## src/rtl/ram_port_arbiter_pkg.sv

```systemverilog
// ram_port_arbiter_pkg
//   Shared definitions for the RAM port arbiter: the arbiter state encoding,
//   the default geometry (32 x 8 RAM) and the default write-streak limit.
package ram_port_arbiter_pkg;

  localparam int ARB_AW            = 5;
  localparam int ARB_DW            = 8;
  localparam int ARB_MAX_WR_STREAK = 4;

  typedef enum logic [1:0] {
    ST_IDLE  = 2'd0,
    ST_WRITE = 2'd1,
    ST_READ  = 2'd2
  } arb_state_t;

  // Counter width able to hold 0..max_streak inclusive.
  function automatic int streak_width(input int max_streak);
    return (max_streak < 1) ? 1 : $clog2(max_streak + 1);
  endfunction

endpackage

```

## src/rtl/arb_streak_counter.sv

```systemverilog
// arb_streak_counter
//   Saturating count of write grants issued while a read is waiting.
//   Ports:
//     Clock     - system clock
//     Resetn    - asynchronous active-low reset
//     i_wr_gnt  - write granted this cycle
//     i_rd_gnt  - read granted this cycle
//     i_rd_req  - read request pending this cycle
//     o_at_max  - streak has reached MAX_WR_STREAK; the read must win next
module arb_streak_counter
  import ram_port_arbiter_pkg::*;
#(
  parameter int MAX_WR_STREAK = ARB_MAX_WR_STREAK
) (
  input  logic Clock,
  input  logic Resetn,
  input  logic i_wr_gnt,
  input  logic i_rd_gnt,
  input  logic i_rd_req,
  output logic o_at_max
);

  localparam int             SW      = streak_width(MAX_WR_STREAK);
  localparam logic [SW-1:0]  MAX_VAL = SW'(MAX_WR_STREAK);

  logic [SW-1:0] r_streak;

  // A read that goes away (granted or withdrawn) forgets the streak, so a
  // returning read always waits for a full MAX_WR_STREAK writes.
  always_ff @(posedge Clock or negedge Resetn) begin
    if (!Resetn) begin
      r_streak <= '0;
    end else if (i_rd_gnt || !i_rd_req) begin
      r_streak <= '0;
    end else if (i_wr_gnt && (r_streak != MAX_VAL)) begin
      r_streak <= r_streak + SW'(1);
    end
  end

  assign o_at_max = (r_streak == MAX_VAL);

endmodule

```

## src/rtl/ram_port_arbiter.sv

```systemverilog
// ram_port_arbiter
//   Shares one single-port RAM between a write requester and a read
//   requester. Writes have priority, but a pending read is guaranteed a
//   grant after MAX_WR_STREAK consecutive writes.
//
//   state  | meaning
//   IDLE   | nothing granted last cycle
//   WRITE  | write granted last cycle
//   READ   | read granted last cycle; RAM output is valid now (rd_valid)
//
//   Ports:
//     Clock, Resetn             - clock, asynchronous active-low reset
//     wr_req/wr_addr/wr_data    - write request, held until wr_gnt
//     wr_gnt                    - write committed at this edge
//     rd_req/rd_addr            - read request, held until rd_gnt
//     rd_gnt                    - read address captured at this edge
//     rd_valid/rd_data          - read result, one cycle after rd_gnt
//     ram_address/ram_data/ram_wren/ram_q - RAM port (registered address)
module ram_port_arbiter
  import ram_port_arbiter_pkg::*;
#(
  parameter int AW            = ARB_AW,
  parameter int DW            = ARB_DW,
  parameter int MAX_WR_STREAK = ARB_MAX_WR_STREAK
) (
  input  logic          Clock,
  input  logic          Resetn,
  input  logic          wr_req,
  input  logic [AW-1:0] wr_addr,
  input  logic [DW-1:0] wr_data,
  output logic          wr_gnt,
  input  logic          rd_req,
  input  logic [AW-1:0] rd_addr,
  output logic          rd_gnt,
  output logic          rd_valid,
  output logic [DW-1:0] rd_data,
  output logic [AW-1:0] ram_address,
  output logic [DW-1:0] ram_data,
  output logic          ram_wren,
  input  logic [DW-1:0] ram_q
);

  arb_state_t    r_state;
  arb_state_t    w_state_nxt;
  logic          w_wr_gnt;
  logic          w_rd_gnt;
  logic          w_at_max;
  logic [AW-1:0] r_addr_hold;
  logic [DW-1:0] r_data_hold;

  arb_streak_counter #(
    .MAX_WR_STREAK (MAX_WR_STREAK)
  ) u_streak (
    .Clock    (Clock),
    .Resetn   (Resetn),
    .i_wr_gnt (w_wr_gnt),
    .i_rd_gnt (w_rd_gnt),
    .i_rd_req (rd_req),
    .o_at_max (w_at_max)
  );

  // Grants are gated by Resetn directly so nothing is granted while reset
  // is held, even though the requests may be high.
  always_comb begin
    w_wr_gnt    = 1'b0;
    w_rd_gnt    = 1'b0;
    w_state_nxt = ST_IDLE;
    if (Resetn) begin
      if (wr_req && !(rd_req && w_at_max)) begin
        w_wr_gnt    = 1'b1;
        w_state_nxt = ST_WRITE;
      end else if (rd_req) begin
        w_rd_gnt    = 1'b1;
        w_state_nxt = ST_READ;
      end
    end
  end

  always_ff @(posedge Clock or negedge Resetn) begin
    if (!Resetn) begin
      r_state <= ST_IDLE;
    end else begin
      r_state <= w_state_nxt;
    end
  end

  // Keep the RAM port quiet between grants: the address and data stay at
  // whatever was last granted instead of following the requesters.
  always_ff @(posedge Clock or negedge Resetn) begin
    if (!Resetn) begin
      r_addr_hold <= '0;
      r_data_hold <= '0;
    end else if (w_wr_gnt) begin
      r_addr_hold <= wr_addr;
      r_data_hold <= wr_data;
    end else if (w_rd_gnt) begin
      r_addr_hold <= rd_addr;
    end
  end

  assign wr_gnt      = w_wr_gnt;
  assign rd_gnt      = w_rd_gnt;
  assign ram_wren    = w_wr_gnt;
  assign ram_address = w_wr_gnt ? wr_addr : (w_rd_gnt ? rd_addr : r_addr_hold);
  assign ram_data    = w_wr_gnt ? wr_data : r_data_hold;

  // READ state is exactly "read granted at the last edge", which is when
  // the RAM presents the data; reset drops it immediately.
  assign rd_valid = (r_state == ST_READ);
  assign rd_data  = rd_valid ? ram_q : '0;

endmodule

```

## config.mk

```make
export PLATFORM = sky130hd
export DESIGN_NAME = ram_port_arbiter
export DESIGN_NICKNAME = d
export VERILOG_FILES = /design/src/rtl/ram_port_arbiter_pkg.sv /design/src/rtl/arb_streak_counter.sv /design/src/rtl/ram_port_arbiter.sv
export SDC_FILE = /design/constraint.sdc
export NUM_CORES = 1
export LEC_CHECK = 0
export CORE_MARGIN = 2
export CORE_UTILIZATION = 40
export CTS_CLUSTER_DIAMETER = 40
export CTS_CLUSTER_SIZE = 30
export DETAILED_ROUTE_END_ITERATION = 7
export GPL_TIMING_DRIVEN = 0
export PLACE_DENSITY = 0.83
export SLEW_MARGIN = 5
export SYNTH_ARGS = -nofsm -noshare
export SYNTH_HDL_FRONTEND = slang
export SYNTH_SLANG_ARGS = --single-unit
```

## constraint.sdc

```tcl
create_clock -name Clock -period 5.63 [get_ports Clock]
set_clock_uncertainty 0.15 [all_clocks]
set_input_delay 0.8445 -clock Clock [delete_from_list [all_inputs] [get_ports Clock]]
set_output_delay 0.8445 -clock Clock [all_outputs]
set_load 0.01 [all_outputs]
```

### Word-level counts from Yosys, hierarchy flattened

Index checks and enable logic that the tools add are counted.

* bits in registers: 18
* latch bits: 0
* RAM bits: 0
* ROM bits: 0
* memories: 0

* add/sub/neg operators: 1
* multipliers: 0
* divide/modulo/power cells: 0
* $lt $le $gt $ge: 0
* equal/unequal tests: 3
* shift operators: 0
* muxes and demuxes: 14
* bitwise logic cells: 0
* reduce and logical (&&, ||, !) cells: 7

Operators with widths (count)
* $mux 8: 2
* $mux 5: 2
* $mux 2: 3
* $mux 3: 2
* $mux 1: 5
* $add 3x1->3 const B: 1
* $eq 3x3->1 const B: 1
* $logic_and 1x1->1: 3
* $ne 3x3->1 const B: 1
* $eq 2x2->1 const B: 1
* $logic_not 1->1: 2
* $reduce_bool 2->1: 1
* $logic_or 1x1->1: 1

### Longest topological paths before layout

Gate-level depths: netlist of the first run.

* depth after elaboration: 9
* mapped depth: 7
* mapped depth without buffers: 5

### Cells and area by module

Synthesis of the first run repeated with hierarchy kept, for this count alone.

* cell total of the unflattened synthesis: 79
* area total of the unflattened synthesis: 962.2 um^2

By module, submodules not included
* ram_port_arbiter: times used 1, cells each 61, area each 759.5 um^2, seq. area each 375.4 um^2
* arb_streak_counter: times used 1, cells each 18, area each 202.7 um^2, seq. area each 75.1 um^2

### Worst setup path after synthesis of the first run

No wires, ideal clock.

* kind: in2out
* start: input rd_req
* end: output ram_data[2]
* arrival: 1.807 ns
* data required time: 4.635 ns
* path slack: 2.829 ns
* cell stages on the path: 6
* path through: buf_6 > and3_1 > buf_6 > nor2_8 > buf_12 > mux2_4

* longest elaborated chain between the ends: 6

RTL lines
* start: declaration: RTL line ram_port_arbiter.sv:32 `input logic rd_req,`
* $logic_and 1x1->1: RTL line ram_port_arbiter.sv:69 `if (wr_req && !(rd_req && w_at_max)) begin`
* $logic_not 1->1: RTL line ram_port_arbiter.sv:69
* $logic_and 1x1->1: RTL line ram_port_arbiter.sv:69
* $mux 1: RTL line ram_port_arbiter.sv:69
* $mux 1: RTL line ram_port_arbiter.sv:68 `if (Resetn) begin`
* named net ram_wren: RTL line ram_port_arbiter.sv:39 `output logic ram_wren,`
* $mux 8
* end: declaration: RTL line ram_port_arbiter.sv:38 `output logic [DW-1:0] ram_data,`

The timed path passes the listed nets, and every way through them passes these cells.

### Final worst setup path of the first run

* start: input Resetn
* end: output ram_data[2]

* longest elaborated chain between the ends: 2

RTL lines
* start: declaration: RTL line ram_port_arbiter.sv:27 `input logic Resetn,`
* $mux 1: RTL line ram_port_arbiter.sv:68
* $mux 8

Every way passes these cells.

==> out/qor.csv, run 1 <==
stage;metric;value;unit
run_status;status;completed;
clock_network;cts bufs inserted;3;
detailed_routing;WL final;2290;µm
floorplan;std cell rows;17;
critical_path;CP delay by family, top;buffers and inverters;
logic_synthesis;Synth area leaders;dfrtp_1, mux2_4, and2_1;
clock_network;Clock Pin Slew Worst Setup and Hold Paths;0.10;ns
pwr;PD cells;212;mW/mm²
floorplan;Die Area;0.00283;mm²
timing;Slew headroom;44.8;%
placed_design;gpl congestion;0.750;
critical_path;Crit Path Max Fanout;19;
pwr;Power, Total;333;µW
critical_path;R2R Setup Slk;3.74;ns
timing;RSZ-0062 raised after global routing;no;
critical_path;CP bufs+invs;4;
critical_path;CP Data Required Time;4.64;ns
clock_network;clock latency on the worst-skew pair;0.29;ns
placed_design;I/O Buffers;53;
logic_synthesis;Seq/Total Area, Yosys;46.5;%
timing;final period demand of the worst path;4.40;ns
detailed_routing;1st-pass router iterations;4;
final_layout;Layout Nets;171;
critical_path;reg2reg start;u_streak.r_streak[0]$_DFFE_PN0P_;
logic_synthesis;Mapped Area;970;µm²
logic_synthesis;Avg Cell Area, Syn;12.0;µm²
grt;largest net degree at the start of global routing;20;
timing;upper clock frequency limit;227;MHz
detailed_routing;Post-DRT Antenna Nets;0;
critical_path;Crit path largest cell delay;1.01;ns
final_layout;Design Area, Final;0.00157;mm²
logic_synthesis;count of cell types in the netlist;25;
logic_synthesis;most common cell in the netlist;dfrtp_1;
floorplan;core area;0.00225;mm²
logic_synthesis;Post-synth EDFFs;0;
final_layout;Syn-to-layout area delta;62.1;%
clock_network;Clock Path Buffers;2;
floorplan;Die X;53.2;µm
clock_network;Setup Fix Bufs, Post-CTS;0;
clock_network;CTS Hold Bufs;0;
floorplan;initial core utilization;43.0;%
final_layout;antenna cells;0;
logic_synthesis;Yosys top cell by area;dfrtp_1;
grt;global-route wire length before repair;3700;µm
grt;GR Overflow Total;0;
logic_synthesis;Async S/R FF share, synth;100;%
detailed_routing;Via density;4.89;
pwr;Pleak;0.648;nW
critical_path;Crit-path slowest cell;clkdlybuf4s50_1;
critical_path;CP dominant cell by count;clkdlybuf4s50_1;
detailed_routing;wire per inst;13.8;µm
worst_hold_path;HP Start;r_data_hold[5]$_DFF_PN0_;
run;number of max-cap violations;0;
logic_synthesis;most frequent cells after synthesis;dfrtp_1, and2_1, nor3_1;
critical_path;Crit path depth;7;
clock_network;CTS H-tree lvls;1;
critical_path;Reg2Reg Depth;5;
critical_path;crit end category;output port;
critical_path;CP Launch Type;primary input;
clock_network;Root Buffer;clkbuf_4;
logic_synthesis;FF+latch count, synth;18;
placed_design;HPWL after DPL;1750;µm
clock_network;CTS resizes;0;
logic_synthesis;Top FF cell, synth;dfrtp_1;
timing;Final period util;78.2;%
detailed_routing;Residual DRC;0;
detailed_routing;DR vias;811;
critical_path;WP data arrival;3.41;ns
clock_network;CTS sink cnt;18;
critical_path;Worst setup startpoint;Resetn;
pwr;maximum vdd ir drop;0.000186;V
clock_network;CTS tree;built;
grt;all-layer global routing usage;18.2;%
floorplan;Die Y;53.2;µm
timing;setup tns final;0;ns
timing;endpoints failing hold;0;
critical_path;reg2reg end;r_addr_hold[2]$_DFF_PN0_;
floorplan;IO Count;55;
logic_synthesis;synth warn;0;
logic_synthesis;count of mapped cells out of synthesis;81;
logic_synthesis;Synth top area share;46.5;%
critical_path;cell chain of the critical path;clkdlybuf4s50_1, buf_4, nand2_8, nor2_8, buf_12, mux2_4, clkdlybuf4s50_1;
timing;endpoints failing setup;0;
final_layout;layout cells sized above 1;18.8;%
timing;Least-Margin Pin Slew;0.825;ns
grt;initial antenna violation count;0;
worst_hold_path;HP Class;flip-flop to flip-flop;
grt;vias in the first global route;877;
placed_design;dpl cell area;0.00154;mm²
detailed_routing;Iteration-0 DRC Markers;3;
timing;fin. max-slew vios;0;
critical_path;Setup crit end;ram_data[2];
critical_path;crit path kind;primary input to output port;
final_layout;fill count;181;
logic_synthesis;Synth Net Count;113;
==> worst min path at each step <==
stage	end	cells past startpoint
floorplan	r_data_hold[2]$_DFF_PN0_	1
global placement	r_data_hold[5]$_DFF_PN0_	1
detailed placement	r_data_hold[5]$_DFF_PN0_	1
CTS	r_data_hold[3]$_DFF_PN0_	1
global route	r_data_hold[7]$_DFF_PN0_	1
finish	r_data_hold[5]$_DFF_PN0_	1
==> power by group <==
part           total, mW  switching (mW)  internal [mW]
clock             0.0798          0.0403         0.0394
sequential         0.148         0.00416          0.144
combinational      0.106          0.0392         0.0666
total              0.333          0.0837          0.250
==> per-stage QoR <==
stage          instances  setup WS, ns  hold WS, ns  utilization (%)
2_1_floorplan         81          2.83        0.343                -
3_3_place_gp         162          1.20        0.330             68.1
3_5_place_dp         162          1.17        0.329             68.1
4_1_cts              166          1.18        0.358             69.7
5_1_grt              166         0.989        0.372             69.7
6_report             166          1.23        0.352             69.7
==> layer usage <==
layer / routed length [µm] / vias to the layer above / GRT usage [%] / share of wire, %
met5: 0 / - / 0 / 0
met4: 14 / 0 / 8.97 / 0.61
met3: 174 / 2 / 4.52 / 7.6
met2: 1190 / 31 / 31.1 / 52
met1: 909 / 383 / 20.9 / 40
li1: - / 395 / - / -
==> kinds of logic (layout without fill, tap and decap cells) <==
| kind of cell | after synthesis | count (layout) | synth area share [%] |
|---|---|---|---|
| and+or+nand+nor | 23 | 23 | 16.4 |
| AOI/OAI and AO/OA | 19 | 19 | 15.0 |
| DFF | 18 | 18 | 46.5 |
| buffers and inverters | 10 | 67 | 7.87 |
| muxes | 8 | 8 | 10.8 |
| adders and majority gates | 2 | 2 | 2.58 |
| xor gates and xnor gates | 1 | 1 | 0.903 |
==> final cells by class <==
class	instances	area [µm²]	area share (%)
buffer	6	61.3	3.90
tap	28	35.0	2.23
clock buffer	4	36.3	2.31
timing repair buffer	53	531	33.8
sequential	18	450	28.7
multi-input combinational	53	443	28.2
inverter	4	15.0	0.955
==> flip-flops by register name, indices dropped and copies added (netlist names) <==
register / count
r_addr_hold: 5
r_data_hold: 8
u_streak.r_streak: 3
r_state: 2
==> cell usage in the layout (no fill, tap or decap) <==
cell             instances
nor2_1                   2
nand2_8                  1
clkbuf_4                 3
buf_6                    2
o21a_1                   1
clkbuf_8                 1
o32ai_1                  2
buf_12                   1
clkdlybuf4s50_1         53
nor2b_1                  1
nor2_8                   1
xnor2_1                  1
and2_2                   2
mux2_2                   4
inv_1                    4
a21boi_0                 1
clkbuf_1                 1
dfrtp_1                 18
mux2_4                   4
o2bb2ai_1                5
a21o_2                   5
nor3_1                   6
ha_1                     2
and3_1                   1
o21ai_0                  5
nand2_1                  1
buf_4                    2
and2_1                   8
No activity file was read; power rests on OpenSTA's default activity.
==> inputs of run 2 (changes only) <==
- CORE_UTILIZATION: 40 -> 34
- PLACE_DENSITY: 0.83 -> 0.75
- clock period: 5.63 -> 3.6 ns (I/O delays scaled with it)
==> run 2 against run 1 <==
  * Critical path depth shrank 2
  * Flip-flop and latch count is the same
  * Worst setup slack worse by 1.0 ns
  * Largest cell class unchanged
==> out/qor.csv, run 2 (synthesis results as in run 1) <==
stage;metric;value;unit
clock_network;CTS H-tree lvls;1;
detailed_routing;WL final;2200;µm
pwr;Pleak;0.641;nW
final_layout;layout cells sized above 1;19.0;%
critical_path;R2R Setup Slk;1.76;ns
placed_design;dpl cell area;0.00154;mm²
detailed_routing;Iteration-0 DRC Markers;13;
critical_path;WP data arrival;2.69;ns
timing;RSZ-0062 raised after global routing;no;
final_layout;Biggest register;r_data_hold;
timing;Final period util;93.8;%
timing;final period demand of the worst path;3.38;ns
floorplan;std cell rows;19;
final_layout;Largest register FFs;8;
floorplan;Die Y;57.4;µm
timing;setup tns final;0;ns
clock_network;cts bufs inserted;3;
timing;endpoints failing setup;0;
timing;fin. max-slew vios;0;
final_layout;Syn-to-layout area delta;60.5;%
clock_network;CTS sink cnt;18;
detailed_routing;wire per inst;13.1;µm
final_layout;Design Area, Final;0.00156;mm²
worst_hold_path;HP Class;primary input to asynchronous set/reset pin;
grt;initial antenna violation count;0;
run_status;status;completed;
pwr;PD cells;316;mW/mm²
clock_network;clock latency on the worst-skew pair;0.28;ns
placed_design;HPWL after DPL;1730;µm
grt;all-layer global routing usage;14.1;%
detailed_routing;Residual DRC;0;
floorplan;core area;0.00273;mm²
critical_path;CP Data Required Time;2.91;ns
pwr;maximum vdd ir drop;0.000265;V
floorplan;Die Area;0.00330;mm²
placed_design;I/O Buffers;53;
placed_design;gpl congestion;0.724;
final_layout;Regs by FF count;r_data_hold: 8 flops, r_addr_hold: 5 flops, u_streak.r_streak: 3 flops;
final_layout;commonest non-fill, non-tap cell in the layout;clkdlybuf4s50_1;
clock_network;Clock Path Buffers;2;
critical_path;Crit Path Max Fanout;6;
clock_network;Root Buffer;clkbuf_4;
floorplan;IO Count;55;
detailed_routing;Via density;4.77;
detailed_routing;DR vias;801;
run;number of max-cap violations;0;
clock_network;Setup Fix Bufs, Post-CTS;0;
grt;largest net degree at the start of global routing;20;
clock_network;CTS tree;built;
clock_network;Clock Pin Slew Worst Setup and Hold Paths;0.10;ns
floorplan;Die X;57.4;µm
timing;upper clock frequency limit;296;MHz
grt;vias in the first global route;830;
detailed_routing;1st-pass router iterations;2;
critical_path;crit path kind;primary input to output port;
detailed_routing;Post-DRT Antenna Nets;0;
critical_path;crit end category;output port;
final_layout;most frequent cells in the layout;clkdlybuf4s50_1, dfrtp_1, and2_1;
final_layout;antenna cells;0;
grt;global-route wire length before repair;3620;µm
timing;endpoints failing hold;0;
timing;Least-Margin Pin Slew;0.789;ns
floorplan;initial core utilization;35.5;%
grt;GR Overflow Total;0;
critical_path;CP Launch Type;primary input;
timing;Slew headroom;46.9;%
final_layout;Layout Nets;171;
-- run 2: final cells by class --
type                    count  area (µm²)
clock buffers               3        22.5
multi-input cells          53         443
flip-flops and latches     18         450
well taps                  31        38.8
plain buffers               6        61.3
repair buffers             53         526
fillers                   235        1180
inverters                   4        15.0
-- run 2: worst paths after layout --
check                                                       from                               end  cells after the start
worst max register to register  u_streak.r_streak[0]$_DFFE_PN0P_          r_addr_hold[3]$_DFF_PN0_                      5
worst min-delay path                                      Resetn          r_addr_hold[0]$_DFF_PN0_                      1
worst max-delay path                                      wr_req                    ram_address[0]                      5
worst min register to register          r_data_hold[2]$_DFF_PN0_          r_data_hold[2]$_DFF_PN0_                      1
max in group asynchronous                                 Resetn          r_addr_hold[3]$_DFF_PN0_                      1
min in group Clock                                        rd_req  u_streak.r_streak[0]$_DFFE_PN0P_                      2
-- run 2: power breakdown --
part	internal (mW)	leakage (nW)	switching (mW)
Clock	0.0388	0.0138	0.0566
Sequential	0.225	0.219	0.00623
Combinational	0.104	0.407	0.0612
-- run 2: metrics by stage --
| stage | total power [mW] | std cells | setup WS (ns) | util, % | hold WS (ns) |
|---|---|---|---|---|---|
| 2_1_floorplan | 0.307 | 81 | 1.41 | - | 0.0944 |
| 3_3_place_gp | 0.399 | 165 | -0.219 | 56.3 | 0.331 |
| 3_5_place_dp | 0.402 | 165 | -0.240 | 56.3 | 0.326 |
| 4_1_cts | 0.499 | 168 | 0.0189 | 57.1 | 0.329 |
| 5_1_grt | 0.520 | 168 | 0.0794 | 56.9 | 0.0480 |
| 6_report | 0.491 | 168 | 0.223 | 56.9 | 0.0360 |
-- run 2: timing repair --
item                       in CTS  in global routing
resized for setup               1                  2
hold buffers                    0                  0
setup endpoints to repair      15                  9
gates cloned                    0                  0
-- run 2: critical path: stages --
cell and delay [ns]:
clkdlybuf4s50_1 0.58, a21boi_0 0.68, nor3_1 0.09, o2bb2ai_1 0.21
clkdlybuf4s50_1 0.58
-- run 2: layer usage --
metal,routed length [µm],vias up,global-route usage [%]
met4,8,0,4.98
met3,259,2,5.67
li1,-,392,-
met1,884,363,15.3
met5,0,-,0
met2,1050,44,24.7
